**src/rtl/vending_ctrl_param.sv**
```systemverilog
// Parametrised N-item vending controller: coin credit, purchase, greedy change payout
// and BCD views of credit/price for the seven-segment display block.
module vending_ctrl_param #(
  parameter int NUM_ITEMS = 4,
  parameter int CREDIT_W  = 7,
  parameter logic [NUM_ITEMS*CREDIT_W-1:0] PRICES = {7'd30, 7'd25, 7'd20, 7'd15},
  parameter int MAX_CREDIT = 95
) (
  input  logic                 clk,
  input  logic                 reset,
  input  logic                 N,
  input  logic                 D,
  input  logic                 Q,
  input  logic [NUM_ITEMS-1:0] sel,
  input  logic                 cancel,
  output logic [CREDIT_W-1:0]  credit,
  output logic [CREDIT_W-1:0]  price,
  output logic [7:0]           credit_bcd,
  output logic [7:0]           price_bcd,
  output logic                 vend,
  output logic [2:0]           vend_idx,
  output logic                 chg_n,
  output logic                 chg_d,
  output logic                 chg_q,
  output logic                 coin_reject,
  output logic                 sel_err,
  output logic                 busy
);

  localparam int SUM_W = CREDIT_W + 1;

  localparam logic [1:0] S_IDLE    = 2'd0;
  localparam logic [1:0] S_COLLECT = 2'd1;
  localparam logic [1:0] S_VEND    = 2'd2;
  localparam logic [1:0] S_CHANGE  = 2'd3;

  logic [1:0]          r_state;
  logic [CREDIT_W-1:0] r_credit;
  logic                r_prevN, r_prevD, r_prevQ, r_prevCancel;
  logic                r_coinReject;
  logic [2:0]          r_vendIdx;
  logic                r_gap;

  logic                w_edgeN, w_edgeD, w_edgeQ, w_edgeCancel, w_anyCoin;
  logic [SUM_W-1:0]    w_coinSum;
  logic                w_coinFits;
  logic                w_acceptState;
  logic                w_selOneHot;
  logic [CREDIT_W-1:0] w_price;
  logic [2:0]          w_selIdx;
  logic                w_purchase;
  logic [CREDIT_W-1:0] w_chgVal;

  function automatic logic [7:0] toBcd(input logic [CREDIT_W-1:0] v);
    logic [3:0] tens;
    logic [3:0] ones;
    tens = 4'(v / CREDIT_W'(10));
    ones = 4'(v % CREDIT_W'(10));
    return {tens, ones};
  endfunction

  assign w_edgeN      = N & ~r_prevN;
  assign w_edgeD      = D & ~r_prevD;
  assign w_edgeQ      = Q & ~r_prevQ;
  assign w_edgeCancel = cancel & ~r_prevCancel;
  assign w_anyCoin    = w_edgeN | w_edgeD | w_edgeQ;

  // Coins arriving together are accepted or rejected as a single group.
  assign w_coinSum  = (w_edgeN ? SUM_W'(5)  : '0) +
                      (w_edgeD ? SUM_W'(10) : '0) +
                      (w_edgeQ ? SUM_W'(25) : '0);
  assign w_coinFits = ({1'b0, r_credit} + w_coinSum) <= SUM_W'(MAX_CREDIT);

  assign w_acceptState = (r_state == S_IDLE) || (r_state == S_COLLECT);

  assign w_selOneHot = (sel != '0) && ((sel & (sel - NUM_ITEMS'(1))) == '0);
  assign sel_err     = (sel != '0) && !w_selOneHot;

  always_comb begin
    w_price  = '0;
    w_selIdx = '0;
    for (int i = 0; i < NUM_ITEMS; i++) begin
      if (sel[i]) begin
        w_price  = PRICES[i*CREDIT_W +: CREDIT_W];
        w_selIdx = 3'(i);
      end
    end
    if (!w_selOneHot) begin
      w_price = '0;
    end
  end

  // A coin edge defers the purchase decision so the coin is credited first.
  assign w_purchase = w_acceptState && w_selOneHot && !w_anyCoin && (r_credit >= w_price);

  always_comb begin
    if (r_credit >= CREDIT_W'(25)) begin
      w_chgVal = CREDIT_W'(25);
    end else if (r_credit >= CREDIT_W'(10)) begin
      w_chgVal = CREDIT_W'(10);
    end else begin
      w_chgVal = CREDIT_W'(5);
    end
  end

  always_ff @(posedge clk or negedge reset) begin
    if (!reset) begin
      r_state      <= S_IDLE;
      r_credit     <= '0;
      r_prevN      <= 1'b0;
      r_prevD      <= 1'b0;
      r_prevQ      <= 1'b0;
      r_prevCancel <= 1'b0;
      r_coinReject <= 1'b0;
      r_vendIdx    <= '0;
      r_gap        <= 1'b0;
    end else begin
      r_prevN      <= N;
      r_prevD      <= D;
      r_prevQ      <= Q;
      r_prevCancel <= cancel;
      r_coinReject <= w_anyCoin && !(w_acceptState && w_coinFits);
      case (r_state)
        S_IDLE, S_COLLECT: begin
          if (w_anyCoin) begin
            if (w_coinFits) begin
              r_credit <= r_credit + w_coinSum[CREDIT_W-1:0];
              r_state  <= S_COLLECT;
            end
            if (w_edgeCancel && (r_state == S_COLLECT)) begin
              r_state <= S_CHANGE;
              r_gap   <= 1'b0;
            end
          end else if (w_purchase) begin
            r_credit  <= r_credit - w_price;
            r_vendIdx <= w_selIdx;
            r_state   <= S_VEND;
          end else if (w_edgeCancel && (r_state == S_COLLECT)) begin
            r_state <= S_CHANGE;
            r_gap   <= 1'b0;
          end
        end
        S_VEND: begin
          r_gap   <= 1'b0;
          r_state <= (r_credit == '0) ? S_IDLE : S_CHANGE;
        end
        S_CHANGE: begin
          // Alternate pulse and gap cycles; leave only from a gap with nothing owed.
          if (!r_gap) begin
            r_credit <= r_credit - w_chgVal;
            r_gap    <= 1'b1;
          end else if (r_credit == '0) begin
            r_state <= S_IDLE;
            r_gap   <= 1'b0;
          end else begin
            r_gap <= 1'b0;
          end
        end
        default: r_state <= S_IDLE;
      endcase
    end
  end

  assign credit      = r_credit;
  assign price       = w_price;
  assign credit_bcd  = toBcd(r_credit);
  assign price_bcd   = toBcd(w_price);
  assign vend        = (r_state == S_VEND);
  assign vend_idx    = r_vendIdx;
  assign busy        = (r_state == S_VEND) || (r_state == S_CHANGE);
  assign coin_reject = r_coinReject;
  assign chg_q       = (r_state == S_CHANGE) && !r_gap && (w_chgVal == CREDIT_W'(25));
  assign chg_d       = (r_state == S_CHANGE) && !r_gap && (w_chgVal == CREDIT_W'(10));
  assign chg_n       = (r_state == S_CHANGE) && !r_gap && (w_chgVal == CREDIT_W'(5));

endmodule

```
**config.mk**
```make
export PLATFORM = sky130hd
export DESIGN_NAME = vending_ctrl_param
export DESIGN_NICKNAME = d
export VERILOG_FILES = /design/src/rtl/vending_ctrl_param.sv
export SDC_FILE = /design/constraint.sdc
export NUM_CORES = 1
export LEC_CHECK = 0
export CORE_MARGIN = 2
export CORE_UTILIZATION = 48
export CTS_BUF_LIST = sky130_fd_sc_hd__clkbuf_4 sky130_fd_sc_hd__clkbuf_8 sky130_fd_sc_hd__clkbuf_16
export DETAILED_ROUTE_END_ITERATION = 7
export PLACE_DENSITY_LB_ADDON = 0.3
export SLEW_MARGIN = 5
export SYNTH_ARGS = -nofsm -noshare
export SYNTH_HDL_FRONTEND = slang
export SYNTH_SLANG_ARGS = --single-unit
```
**constraint.sdc**
```tcl
create_clock -name clk -period 2.95 [get_ports clk]
set_clock_uncertainty 0.1 [all_clocks]
set_input_delay 0.4425 -clock clk [delete_from_list [all_inputs] [get_ports clk]]
set_output_delay 0.4425 -clock clk [all_outputs]
set_load 0.005 [all_outputs]
```
==> flow_metrics.env <==
export IMPL_status="finished with violations"
export IMPL_failed_checks="negative setup slack"
export IMPL_slew_viol_final=0
export IMPL_die_w_microns=78.01
export IMPL_yosys_warnings=0
export IMPL_grt_overflow_total=0
export IMPL_io_buffers=44
export IMPL_cp_arrival_ns=2.78
export IMPL_cp_start_kind="input pin"
export IMPL_drive_above_1_share=0.4495
export IMPL_place_inst=508
export IMPL_rsz0062_at_grt="true"
export IMPL_h_tree_depth=1
export IMPL_antenna_found_initial=0
export IMPL_netlist_top_cells_count="27 x nor2_1, 24 x o21ai_0, 23 x ha_1, 23 x inv_1, 21 x nand2_1"
export IMPL_yosysTopAreaCell="dfrtp_1"
export IMPL_num_io_pins=50
export IMPL_setup_violations=13
export IMPL_required_ns=2.41
export IMPL_clk_latency_ns=0.27
export IMPL_grt_pass1_wl_microns=15950
export IMPL_dpl_hpwl_microns=6122
export IMPL_num_vias=3469
export IMPL_drt_pass1_iter_count=5
export IMPL_antennaDiodeCount=0
export IMPL_synth_xor_area_share=0.05997
export IMPL_synth_compound_area_share=0.2732
export IMPL_synthCells=331
export IMPL_clockPowerShare=0.038
export IMPL_crit_fanout=5
export IMPL_slew_headroom=0.4063
export IMPL_finalNonFillerCells=555
export IMPL_fin_nets=522
export IMPL_drt_iter0_markers=386
export IMPL_clock_root_buffer="clkbuf_8"
export IMPL_switchingPower_mw=2.456
export IMPL_synth_edff_count=0
export IMPL_synth_mux_area_frac=0.04617
export IMPL_syn_area_sq_um=2629
export IMPL_grt_pass1_vias=3257
export IMPL_routedWlPerCell_microns=20.14
export IMPL_start_util=0.5050
export IMPL_p_per_area_nw_per_um2=1229
export IMPL_syn_area_per_cell_sq_um=7.942
export IMPL_synth_fa_ha_area_frac=0.1323
export IMPL_die_h_microns=78.01
export IMPL_crit_path_end_kind="output port"
export IMPL_timing_final_crit_share=1.125
export IMPL_seq_area_frac_synth=0.1618
export IMPL_clkSlewWorstSetupHoldPaths_ns=0.08
export IMPL_holdCritPathClass="in2reg"
export IMPL_maxCapViolCount=0
export IMPL_period_needed_ns=3.319
export IMPL_numCtsBuffers=3
export IMPL_max_clock_path_buffers=2
export IMPL_cts_sinks=17
export IMPL_grt_total_usage=0.3289
export IMPL_std_cell_rows=26
export IMPL_holdWs_ns=0.2962
export IMPL_wl_microns=11180
export IMPL_final_hold_violation_count=0
export IMPL_dieArea_sq_um=6085
export IMPL_post_drt_via_cell_ratio=6.250
export IMPL_synth_top_area_frac=0.1618
export IMPL_p_int_mw=3.027
export IMPL_swShare=0.4480
export IMPL_yosys_area_share_simple=0.2251
export IMPL_drc=0
export IMPL_seqPwrFrac=0.072
export IMPL_synthArstFlopShare=1.000
export IMPL_ir_worst_vdd_uv=1158
export IMPL_synth_top_family_by_area="compound AO/OA/AOI/OAI gates"
export IMPL_p_comb_frac=0.890
export IMPL_cts_tree="built"
export IMPL_max_freq_ghz=0.3013
export IMPL_leakagePower_nw=2.077
export IMPL_path_class="in2out"
export IMPL_synthFlopType="dfrtp_1"
export IMPL_synth_cell_types=69
export IMPL_grt_max_degree=22
export IMPL_coreArea_sq_um=5205
export IMPL_synthTopCellsByArea="dfrtp_1 16%, ha_1 11%, o21ai_0 4.6%"
export IMPL_ys_ff_latch=17
export IMPL_fin_ws_ns=-0.3685
export IMPL_worstMarginPinSlew_ns=0.8878
export IMPL_antenna_left=0
export IMPL_synth_most_common_cell="nor2_1"
export IMPL_gp_congestion=0.9009
export IMPL_syn_to_final_growth_pct=69.73
## state kept, by name, indices dropped and copies added (netlist names)
name	flops
r_prevCancel	1
credit	7
vend_idx	2
r_prevQ	1
r_prevD	1
r_state	2
r_prevN	1
r_gap	1
coin_reject	1
## area by class of cell
cell class	instances	area, sq um
multi-input cells	268	2387
repair buffers	172	1421
fillers	302	743.2
flip-flops and latches	17	426.7
inverters	24	90.09
well taps	70	87.58
clock buffers	3	41.29
clock inverters	1	7.507
## cell usage in the layout (no fill, tap or decap), types with 10 or more instances in the layout
master | Yosys | layout
nand2_1 | 21 | 20
clkdlybuf4s50_1 | 0 | 28
buf_4 | 12 | 116
o21ai_0 | 24 | 17
inv_1 | 23 | 21
ha_1 | 23 | 14
buf_6 | 2 | 13
dfrtp_1 | 17 | 16
o21ai_1 | 8 | 14
a21oi_1 | 12 | 10
nor2_1 | 27 | 25
## power by group through the flow
stage / registers (mW) / logic, mW / clock network (mW)
2_1_floorplan: 0.414 / 2.15 / 0
3_3_place_gp: 0.383 / 3.50 / 0
3_5_place_dp: 0.386 / 3.59 / 0
4_1_cts: 0.389 / 4.27 / 0.193
5_1_grt: 0.407 / 5.24 / 0.212
6_report: 0.396 / 4.88 / 0.206
## per-layer routing
| metal | wire, microns | part of all wire | global-route usage | up-vias |
|---|---|---|---|---|
| met2 | 5216 | 0.47 | 0.5957 | 290 |
| li1 | - | - | - | 1498 |
| met4 | 855 | 0.076 | 0.1561 | 0 |
| met3 | 1037 | 0.093 | 0.03837 | 93 |
| met1 | 4067 | 0.36 | 0.3826 | 1588 |
| met5 | 0 | 0 | 0 | - |
## stage by stage
stage / power [mW] / instance area (sq um) / util / TNS, ns / setup slack, ns
after detailed placement: 3.977 / 3679 / 0.7067 / -10.91 / -0.9512
final: 5.483 / 4462 / 0.8572 / -1.621 / -0.3685
after CTS: 4.854 / 4215 / 0.8099 / -0.6271 / -0.2265
after floorplan: 2.565 / 2689 / - / -0.04604 / -0.04604
after global placement: 3.879 / 3679 / 0.7067 / -9.507 / -0.8204
after global routing: 5.856 / 4462 / 0.8572 / -2.815 / -0.4454
## cell families after synthesis
group,after synthesis
AO/OA/AOI/OAI,100
XOR/XNOR,18
adder cells (fa/ha/maj),26
buffers and inverters,50
flip-flops,17
multiplexers,10
other,1
AND/OR/NAND/NOR,109
## critical path, stage by stage
cell	delay [ns]
clkbuf_4	0.15
buf_6	0.15
nor3_4	0.05
a211o_1	0.34
ha_4	0.21
nor3b_2	0.24
a21oi_2	0.08
a2bb2oi_2	0.16
o221a_4	0.25
o22ai_4	0.21
buf_6	0.15
mux2i_2	0.20
buf_2	0.15
## worst paths after layout
check	start	endpoint	slack, ns	depth (start not counted)
hold / removal	Q	r_prevQ$_DFF_PN0_	0.30	1
setup reg to reg	credit[2]$_DFFE_PN0P_	credit[6]$_DFFE_PN0P_	0.01	10
max in group asynchronous	reset	credit[2]$_DFFE_PN0P_	1.57	1
min in group asynchronous	reset	credit[1]$_DFFE_PN0P_	0.56	1
setup / recovery	sel[1]	price_bcd[2]	-0.37	13
hold reg to reg	vend_idx[1]$_DFFE_PN0P_	vend_idx[1]$_DFFE_PN0P_	0.40	2
## what timing repair did
item / in CTS / in global routing
resized for setup: 108 / 46
buffers inserted: 35 / 11
endpoints found under the setup margin: 22 / 15
pin swaps: 41 / 32
hold buffers: 0 / 0
Note: power is estimated with default switching activity, not from simulation.
